`config.mk`:
```
export PLATFORM = sky130hd
export DESIGN_NAME = btn_conditioner
export DESIGN_NICKNAME = d
export VERILOG_FILES = /design/src/rtl/btn_conditioner.sv
export SDC_FILE = /design/constraint.sdc
export NUM_CORES = 1
export LEC_CHECK = 0
export CORE_MARGIN = 2
export CORE_UTILIZATION = 45
export CTS_CLUSTER_DIAMETER = 30
export DETAILED_ROUTE_END_ITERATION = 8
export PLACE_DENSITY = 0.58
export SLEW_MARGIN = 20
export SYNTH_ARGS = -nofsm -noshare
export SYNTH_HDL_FRONTEND = slang
export SYNTH_SLANG_ARGS = --single-unit
```
`constraint.sdc`:
```
create_clock -name clk -period 12.4 [get_ports clk]
set_input_delay 1.86 -clock clk [delete_from_list [all_inputs] [get_ports clk]]
set_output_delay 1.86 -clock clk [all_outputs]
set_load 0.02 [all_outputs]
```
`src/rtl/btn_conditioner.sv`:
```
// Pushbutton front end: synchronises and debounces raw buttons and the mode
// switch, then turns them into single-cycle command pulses with up/down repeat.

module btn_repeat #(
    parameter int REPEAT_DELAY = 50000000,
    parameter int REPEAT_RATE  = 10000000,
    parameter int CNT_W        = 27
) (
    input  logic clk,
    input  logic rst,
    input  logic level,
    input  logic rise,
    output logic pulse_next
);

    typedef enum logic [1:0] {IDLE, DELAY, REPEAT} rep_state_t;

    rep_state_t       state_q, state_d;
    logic [CNT_W-1:0] timer_q, timer_d;

    always_ff @(posedge clk or posedge rst) begin
        if (rst) begin
            state_q <= IDLE;
            timer_q <= '0;
        end else begin
            state_q <= state_d;
            timer_q <= timer_d;
        end
    end

    // A release always wins over a pending timer expiry in the same cycle.
    always_comb begin
        state_d    = state_q;
        timer_d    = timer_q;
        pulse_next = 1'b0;
        case (state_q)
            IDLE: begin
                if (rise) begin
                    pulse_next = 1'b1;
                    timer_d    = '0;
                    state_d    = DELAY;
                end
            end
            DELAY: begin
                if (!level) begin
                    timer_d = '0;
                    state_d = IDLE;
                end else if (timer_q == CNT_W'(REPEAT_DELAY - 1)) begin
                    pulse_next = 1'b1;
                    timer_d    = '0;
                    state_d    = REPEAT;
                end else begin
                    timer_d = timer_q + CNT_W'(1);
                end
            end
            REPEAT: begin
                if (!level) begin
                    timer_d = '0;
                    state_d = IDLE;
                end else if (timer_q == CNT_W'(REPEAT_RATE - 1)) begin
                    pulse_next = 1'b1;
                    timer_d    = '0;
                end else begin
                    timer_d = timer_q + CNT_W'(1);
                end
            end
            default: begin
                timer_d = '0;
                state_d = IDLE;
            end
        endcase
    end

endmodule

module btn_conditioner #(
    parameter int DEBOUNCE_CYCLES = 1000000,
    parameter int REPEAT_DELAY    = 50000000,
    parameter int REPEAT_RATE     = 10000000,
    parameter int CNT_W           = 27
) (
    input  logic clk,
    input  logic rst,
    input  logic btn_up_raw,
    input  logic btn_down_raw,
    input  logic btn_left_raw,
    input  logic btn_right_raw,
    input  logic btn_center_raw,
    input  logic sw_mode_raw,
    output logic up,
    output logic down,
    output logic left,
    output logic right,
    output logic pressed,
    output logic mode,
    output logic any_held
);

    localparam int N = 6;

    // Bit order: 0 up, 1 down, 2 left, 3 right, 4 centre, 5 mode switch.
    logic [N-1:0]     raw, sync1, sync2, stable, stable_d, rise;
    logic [CNT_W-1:0] cnt [N];
    logic             up_nx, down_nx;

    assign raw = {sw_mode_raw, btn_center_raw, btn_right_raw,
                  btn_left_raw, btn_down_raw, btn_up_raw};

    always_ff @(posedge clk or posedge rst) begin
        if (rst) begin
            sync1    <= '0;
            sync2    <= '0;
            stable   <= '0;
            stable_d <= '0;
            for (int i = 0; i < N; i++) cnt[i] <= '0;
        end else begin
            sync1    <= raw;
            sync2    <= sync1;
            stable_d <= stable;
            for (int i = 0; i < N; i++) begin
                if (sync2[i] == stable[i]) begin
                    cnt[i] <= '0;
                end else if (cnt[i] == CNT_W'(DEBOUNCE_CYCLES - 1)) begin
                    stable[i] <= sync2[i];
                    cnt[i]    <= '0;
                end else begin
                    cnt[i] <= cnt[i] + CNT_W'(1);
                end
            end
        end
    end

    assign rise = stable & ~stable_d;

    btn_repeat #(.REPEAT_DELAY(REPEAT_DELAY), .REPEAT_RATE(REPEAT_RATE), .CNT_W(CNT_W))
        u_rep_up (.clk(clk), .rst(rst), .level(stable[0]), .rise(rise[0]), .pulse_next(up_nx));

    btn_repeat #(.REPEAT_DELAY(REPEAT_DELAY), .REPEAT_RATE(REPEAT_RATE), .CNT_W(CNT_W))
        u_rep_down (.clk(clk), .rst(rst), .level(stable[1]), .rise(rise[1]), .pulse_next(down_nx));

    // Up beats down and left beats right; only the losing pulse is dropped.
    always_ff @(posedge clk or posedge rst) begin
        if (rst) begin
            up      <= 1'b0;
            down    <= 1'b0;
            left    <= 1'b0;
            right   <= 1'b0;
            pressed <= 1'b0;
        end else begin
            up      <= up_nx;
            down    <= down_nx & ~up_nx;
            left    <= rise[2];
            right   <= rise[3] & ~rise[2];
            pressed <= rise[4];
        end
    end

    assign mode     = stable[5];
    assign any_held = |stable[4:0];

endmodule

```
==> results of run 1 <==
## flip-flops by register name (all words and copies together) (netlist names), 2 cells and up
signal / flops
cnt: 162
u_rep_up.timer_q: 27
u_rep_up.state_q: 2
sync2: 6
stable_d: 5
u_rep_down.timer_q: 27
sync1: 6
stable: 6
u_rep_down.state_q: 2
## power breakdown
part / internal, uW / total (uW) / switching [uW] / leakage, uW
clock: 1130 / 1610 / 484 / 0.00103
combinational: 8.56 / 38.2 / 29.6 / 0.00201
sequential: 819 / 825 / 6.57 / 0.00342
total: 1950 / 2470 / 520 / 0.00646
## placed cells by master, fill, tap and decap left out, types with 14 or more instances in the layout
cell type        netlist  routed
nor4_1                20      20
dfrtp_1              248     248
and4_1                23      23
xnor2_1               68      68
clkdlybuf4s50_1        0      14
ha_1                  16      16
nand4_1               42      42
clkbuf_16              0      61
nor3_1                26      26
inv_1                 36      35
a21oi_1               16      16
nand3_1               96      96
nand2_1               97      97
nor2_1               238     238
xor2_1               119     119
and3_1                22      22
## layout make-up
cell class	count	area, um2	share of cell area (%)
sequential	248	6210	42.0
multi-input combinational	910	5690	38.5
clock buffer	75	1690	11.4
clock inverter	37	453	3.07
tap	341	427	2.89
timing repair buffer	16	159	1.08
inverter	36	143	0.966
## logic make-up after synthesis
| group | after synthesis | synth area share [%] |
|---|---|---|
| flip-flops | 248 | 50.9 |
| AO/OA/AOI/OAI | 60 | 3.51 |
| multiplexers | 8 | 0.729 |
| buffers and inverters | 66 | 2.56 |
| XOR/XNOR | 187 | 13.4 |
| adder cells (fa/ha/maj) | 16 | 1.64 |
| AND/OR/NAND/NOR | 639 | 27.2 |
## routing by layer
layer	track usage, %	part of all wire [%]	vias to the layer above
met5	0	0	-
met4	5.96	2.1	0
met3	3.30	3.4	42
met2	26.3	43	109
met1	24.6	51	4188
li1	-	-	4296
## final timing paths
| kind | start | to | slack [ns] | cells past startpoint |
|---|---|---|---|---|
| hold / removal | sync1[2] | sync2[2] | 0.35 | 0 |
| max in group asynchronous | rst | u_rep_down.timer_q[24] | 8.63 | 4 |
| hold reg to reg | sync1[2] | sync2[2] | 0.35 | 0 |
| setup / recovery | stable[0] | any_held | 8.61 | 3 |
| min in group asynchronous | rst | cnt[48] | 1.79 | 2 |
| setup reg to reg | cnt[108] | cnt[123] | 9.93 | 7 |
## worst reg2reg max path: stages, from the launching register on
cell	delay, ns
dfrtp_1	0.39
ha_1	0.24
inv_1	0.11
nor2_2	0.18
nand2_1	0.13
nor3_1	0.29
nand2b_1	0.83
nor2_1	0.14
## metrics by stage
stage	hold slack [ns]	setup WS, ns
floorplan	0.331	3.73
global placement	0.333	7.53
detailed placement	0.341	7.52
CTS	0.351	8.09
global route	0.353	8.18
finish	0.350	8.61
==> reports/metrics.yaml, run 1 <==
startpoint_type: "flip-flop"
start_util_pct: 45.5
syn_inst: 1224
syn-num-nets: 1248
place_congestion: 0.742
outcome: "finished clean"
cts-root-buf: "clkbuf_16"
slew_headroom_pct: 31.4
cts_htree_levels: 2
maxCapViolCount: 0
worstPathRequired_ns: 10.54
setup_viol: 0
ys_seq_elements: 248
final_core_util_pct: 55.1
track_usage_pct: 17.2
finalCriticalPeriod_ns: 3.79
numCtsBuffers: 59
wl_mm: 23.5
finalCritPeriodShare_pct: 30.6
route.vias.total: 8635
yosysSeqAreaShare_pct: 50.9
cts_resized: 0
finalSetupTns_ns: 0
synth-edff-count: 0
dpl_cell_area_um2: 12600
rsz0062_at_grt: "no"
crit_buf_inv: 1
vdd_drop_max_mv: 0.105
die_area_um2: 28400
synth_area_um2: 12200
worst_path_max_delay_cell: "clkdlybuf4s50_1"
clk_latency_ns: 0.56
grt_start_max_net_pins: 105
core-area_um2: 26800
skew_ns: 0.0165
timing.fmax_mhz: 264
ys_top_cells_by_count: "dfrtp_1 (248), nor2_1 (238), xor2_1 (119), nand2_1 (97), nand3_1 (96)"
tightest_slew_ns: 1.03
ys.flop_type: "dfrtp_1"
clock-sinks: 248
cts_tree: "done"
yosys-top-cells-area: "dfrtp_1 (51%), xor2_1 (8.5%), nor2_1 (7.3%), xnor2_1 (4.9%), nand3_1 (3.9%)"
dr.pass1.iters: 5
async_reset_ff_share_pct: 100
cp.arrival_ns: 1.93
clk_pin_slew_ns: 0.05
critPathTopFamily: "buffers and inverters"
synth_top_cell_area_share_pct: 50.9
ctsLongestPathBuffers: 3
fillerInstances: 2340
power.leakage_uw: 0.00646
hold_class: "flip-flop to flip-flop"
via_per_inst: 5.19
rows: 60
synth_warnings: 0
synthDistinctLibCells: 68
layout.nets: 1295
die_h_um: 169
end_kind: "primary output"
portBuffers: 14
dp_hpwl_mm: 14.6
cts_hold_buf: 0
grt_pass1_wl_mm: 41.4
hold_viol: 0
area_delta_synth_final_pct: 21.1
num_antenna_cells: 0
worst-setup-path-type: "flip-flop to primary output"
total_power_uw: 2470
yosysMostFrequentCell: "dfrtp_1"
cp_max_fo: 10
overflow: 0
pwr_density_cell_nw_per_um2: 167
grt_antenna_before_repair: 0
layout.cells.non_filler: 1663
placedCellCount: 1551
crit_chain: "nor3_1 > nand2_1 > clkdlybuf4s50_1"
critical-path-max-stage-delay_ns: 0.55
fin_area_um2: 14800
drive_gt1_share_pct: 11.9
drt-initial-drc-count: 561
ant_nets: 0
drv_slew: 0
grt_pass1_vias: 8636
ioPinCount: 15
avgSynthCellArea_um2: 9.96
synth_top_area_cell: "dfrtp_1"
drc: 0
routedWlPerCell_um: 14.1
fp.dieW_um: 169
cts_setup_buffers: 0
Power figures use the tool's default switching activity.
==> run 2: changes to the inputs <==
PLACE_DENSITY = 0.61   (was 0.58)
clock period = 3.26 ns   (was 12.4 ns; I/O delays follow)
==> run 2 against run 1 <==
- sequential cell count is the same
- critical endpoint unchanged
- final cell count rose by 0.72%
- clock skew increased by 0.024 ns
- clock power increased to 3.9 times the previous value
- die area unchanged
- highest routed layer unchanged
- largest power group unchanged
- largest cell class unchanged
- clock-buffer cell count is the same
- sequential power increased to 3.8 times the previous value
- worst hold slack worse by 0.012 ns
- critical path type unchanged
- utilization up 0.55 points
- critical path depth unchanged
==> reports/metrics.yaml, run 2 (same netlist as run 1, synthesis figures left out) <==
dpl_cell_area_um2: 12700  # +0.90%
outcome: "finished clean"
dr.pass1.iters: 5  # unchanged
fillerInstances: 2282  # -2.5%
die_h_um: 169  # unchanged
cp_max_fo: 10  # unchanged
skew_ns: 0.0404  # +0.0238 ns
post-place-ws_ns: 0.975  # -6.54 ns
cts_setup_buffers: 0  # unchanged
clock-sinks: 248  # unchanged
p_sw_share_pct: 21.4  # +0.37 points
overflow: 0  # unchanged
power.switching_uw: 2060  # +300%
layout.nets: 1306  # +0.85%
drive_gt1_share_pct: 12.7  # +0.79 points
final_common_cell: "dfrtp_1"
vdd_drop_max_mv: 0.401  # +280%
routedWlPerCell_um: 13.9  # -1.7%
finalCriticalPeriod_ns: 2.48
cts_htree_levels: 2  # unchanged
timing.final.ws_setup_ns: 0.775  # -7.83 ns
grt_antenna_before_repair: 1  # +1
num_antenna_cells: 0  # unchanged
track_usage_pct: 17.1  # -0.13 points
core-area_um2: 26800  # unchanged
rsz0062_at_grt: "no"
finalCritPeriodShare_pct: 76.2
drv_slew: 0  # unchanged
regMostFlops: "cnt"
internal_power_uw: 7550  # +290%
portBuffers: 14  # unchanged
grt_start_max_net_pins: 50  # -52%
worst-setup-path-type: "flip-flop to primary output"
grt_pass1_wl_mm: 41.0  # -0.98%
worstPathRequired_ns: 2.77  # -7.77 ns
drc: 0  # unchanged
place_congestion: 0.790  # +6.5%
cts_tree: "done"
die_area_um2: 28400  # unchanged
maxCapViolCount: 0  # unchanged
timing.rr.end: "cnt[4]"
drt-initial-drc-count: 485  # -14%
power_frac_comb_pct: 1.7  # +0.2 points
r2r_cells: 7  # unchanged
cp.arrival_ns: 2.00  # +0.07 ns
power.leakage_uw: 0.00654  # +1.2%
slew_headroom_pct: 52.3  # +21 points
pwr-share-clk_pct: 65.7  # +0.6 points
startpoint_type: "flip-flop"
hold_viol: 0  # unchanged
multi_input_comb_area_um2: 5670  # -0.26%
rr_startpoint: "cnt[0]"
cts_resized: 0  # unchanged
timing.fmax_mhz: 402
cts_hold_buf: 0  # unchanged
numCtsBuffers: 61  # +3.4%
fp.dieW_um: 169  # unchanged
grt_pass1_vias: 8619  # -0.20%
route.vias.total: 8667  # +0.37%
ant_nets: 0  # unchanged
clk_pin_slew_ns: 0.06  # about the same
via_per_inst: 5.17  # -0.35%
clk_latency_ns: 0.58  # +0.02 ns
area_delta_synth_final_pct: 22.3
ioPinCount: 15  # unchanged
rows: 60  # unchanged
hold_depth: 0  # unchanged
fin_area_um2: 14900  # +0.99%
hold_class: "flip-flop to flip-flop"
cts-root-buf: "clkbuf_16"
tightest_slew_ns: 0.715  # -0.315 ns
final_core_util_pct: 55.6  # +0.55 points
largest_reg_flops: 162  # unchanged
ff2ff_setup_slack_ns: 0.99  # -8.94 ns
setup_viol: 0  # unchanged
crit_path_start: "stable[0]"
final_cell_mix: "dfrtp_1 (248), nor2_1 (238), xor2_1 (119), nand2_1 (97), nand3_1 (96)"
wl_mm: 23.3  # -1.0%
pwr_density_cell_nw_per_um2: 644  # +280%
regArea_um2: 6210  # unchanged
seqPwrFrac_pct: 32.7  # -0.7 points
start_util_pct: 45.5  # unchanged
dp_hpwl_mm: 14.7  # +0.68%
end_kind: "primary output"
reg.largest.list: "cnt (162), u_rep_down.timer_q (27), u_rep_up.timer_q (27)"
crit_end: "any_held"
ctsLongestPathBuffers: 3  # unchanged
[run 2: changes by cell type in the layout (fill, tap and decap cells not counted), moves of 2 or more]
cell,delta
clkinv_4,-5
inv_8,+2
o21ai_4,-2
clkinv_2,-2
o21ai_2,+2
inv_6,+7
buf_4,+6
buf_12,+4
[run 2: power by group through the flow]
stage | clock network, uW | logic (uW) | registers, uW
floorplan | 0 | 114 | 3180
global placement | 0 | 167 | 3180
detailed placement | 0 | 167 | 3180
CTS | 6420 | 169 | 3140
global route | 6600 | 189 | 3140
finish | 6310 | 160 | 3140
[run 2: area by class of cell]
| cell class | count | share of cell area, % |
|---|---|---|
| Clock buffer | 75 | 11.3 |
| Clock inverter | 40 | 3.38 |
| Inverter | 36 | 0.931 |
| Multi-Input combinational cell | 910 | 38.0 |
| Sequential cell | 248 | 41.6 |
| Tap cell | 341 | 2.86 |
| Timing Repair Buffer | 25 | 1.83 |
[run 2: stage by stage]
| step | total power, uW | hold WS [ns] | cells | TNS [ns] |
|---|---|---|---|---|
| 3_5_place_dp | 3350 | 0.335 | 1560 | 0 |
| 3_3_place_gp | 3350 | 0.334 | 1560 | 0 |
| 4_1_cts | 9730 | 0.324 | 1675 | 0 |
| 6_report | 9610 | 0.338 | 1675 | 0 |
| 2_1_floorplan | 3290 | 0.331 | 1224 | -121.20 |
| 5_1_grt | 9930 | 0.335 | 1675 | 0 |
[run 2: worst min-delay path by stage]
stage               start  endpoint  slack (ns)
2_1_floorplan    sync1[0]  sync2[0]        0.33
3_3_place_gp     sync1[5]  sync2[5]        0.33
3_5_place_dp     sync1[4]  sync2[4]        0.33
4_1_cts        btn_up_raw  sync1[0]        0.32
5_1_grt        btn_up_raw  sync1[0]        0.34
6_report         sync1[5]  sync2[5]        0.34
[run 2: routing by layer]
| metal | part of all wire [%] | vias up | global-route usage [%] |
|---|---|---|---|
| met4 | 1.9 | 0 | 5.66 |
| met1 | 49 | 4179 | 24.3 |
| li1 | - | 4321 | - |
| met5 | 0 | - | 0 |
| met3 | 3.6 | 39 | 3.51 |
| met2 | 45 | 128 | 26.2 |
[run 2: critical path: stages (launching register included)]
cell and delay (ns):
dfrtp_1 0.51, nor3_1 0.25, nand2_1 0.11, clkdlybuf4s50_1 0.55
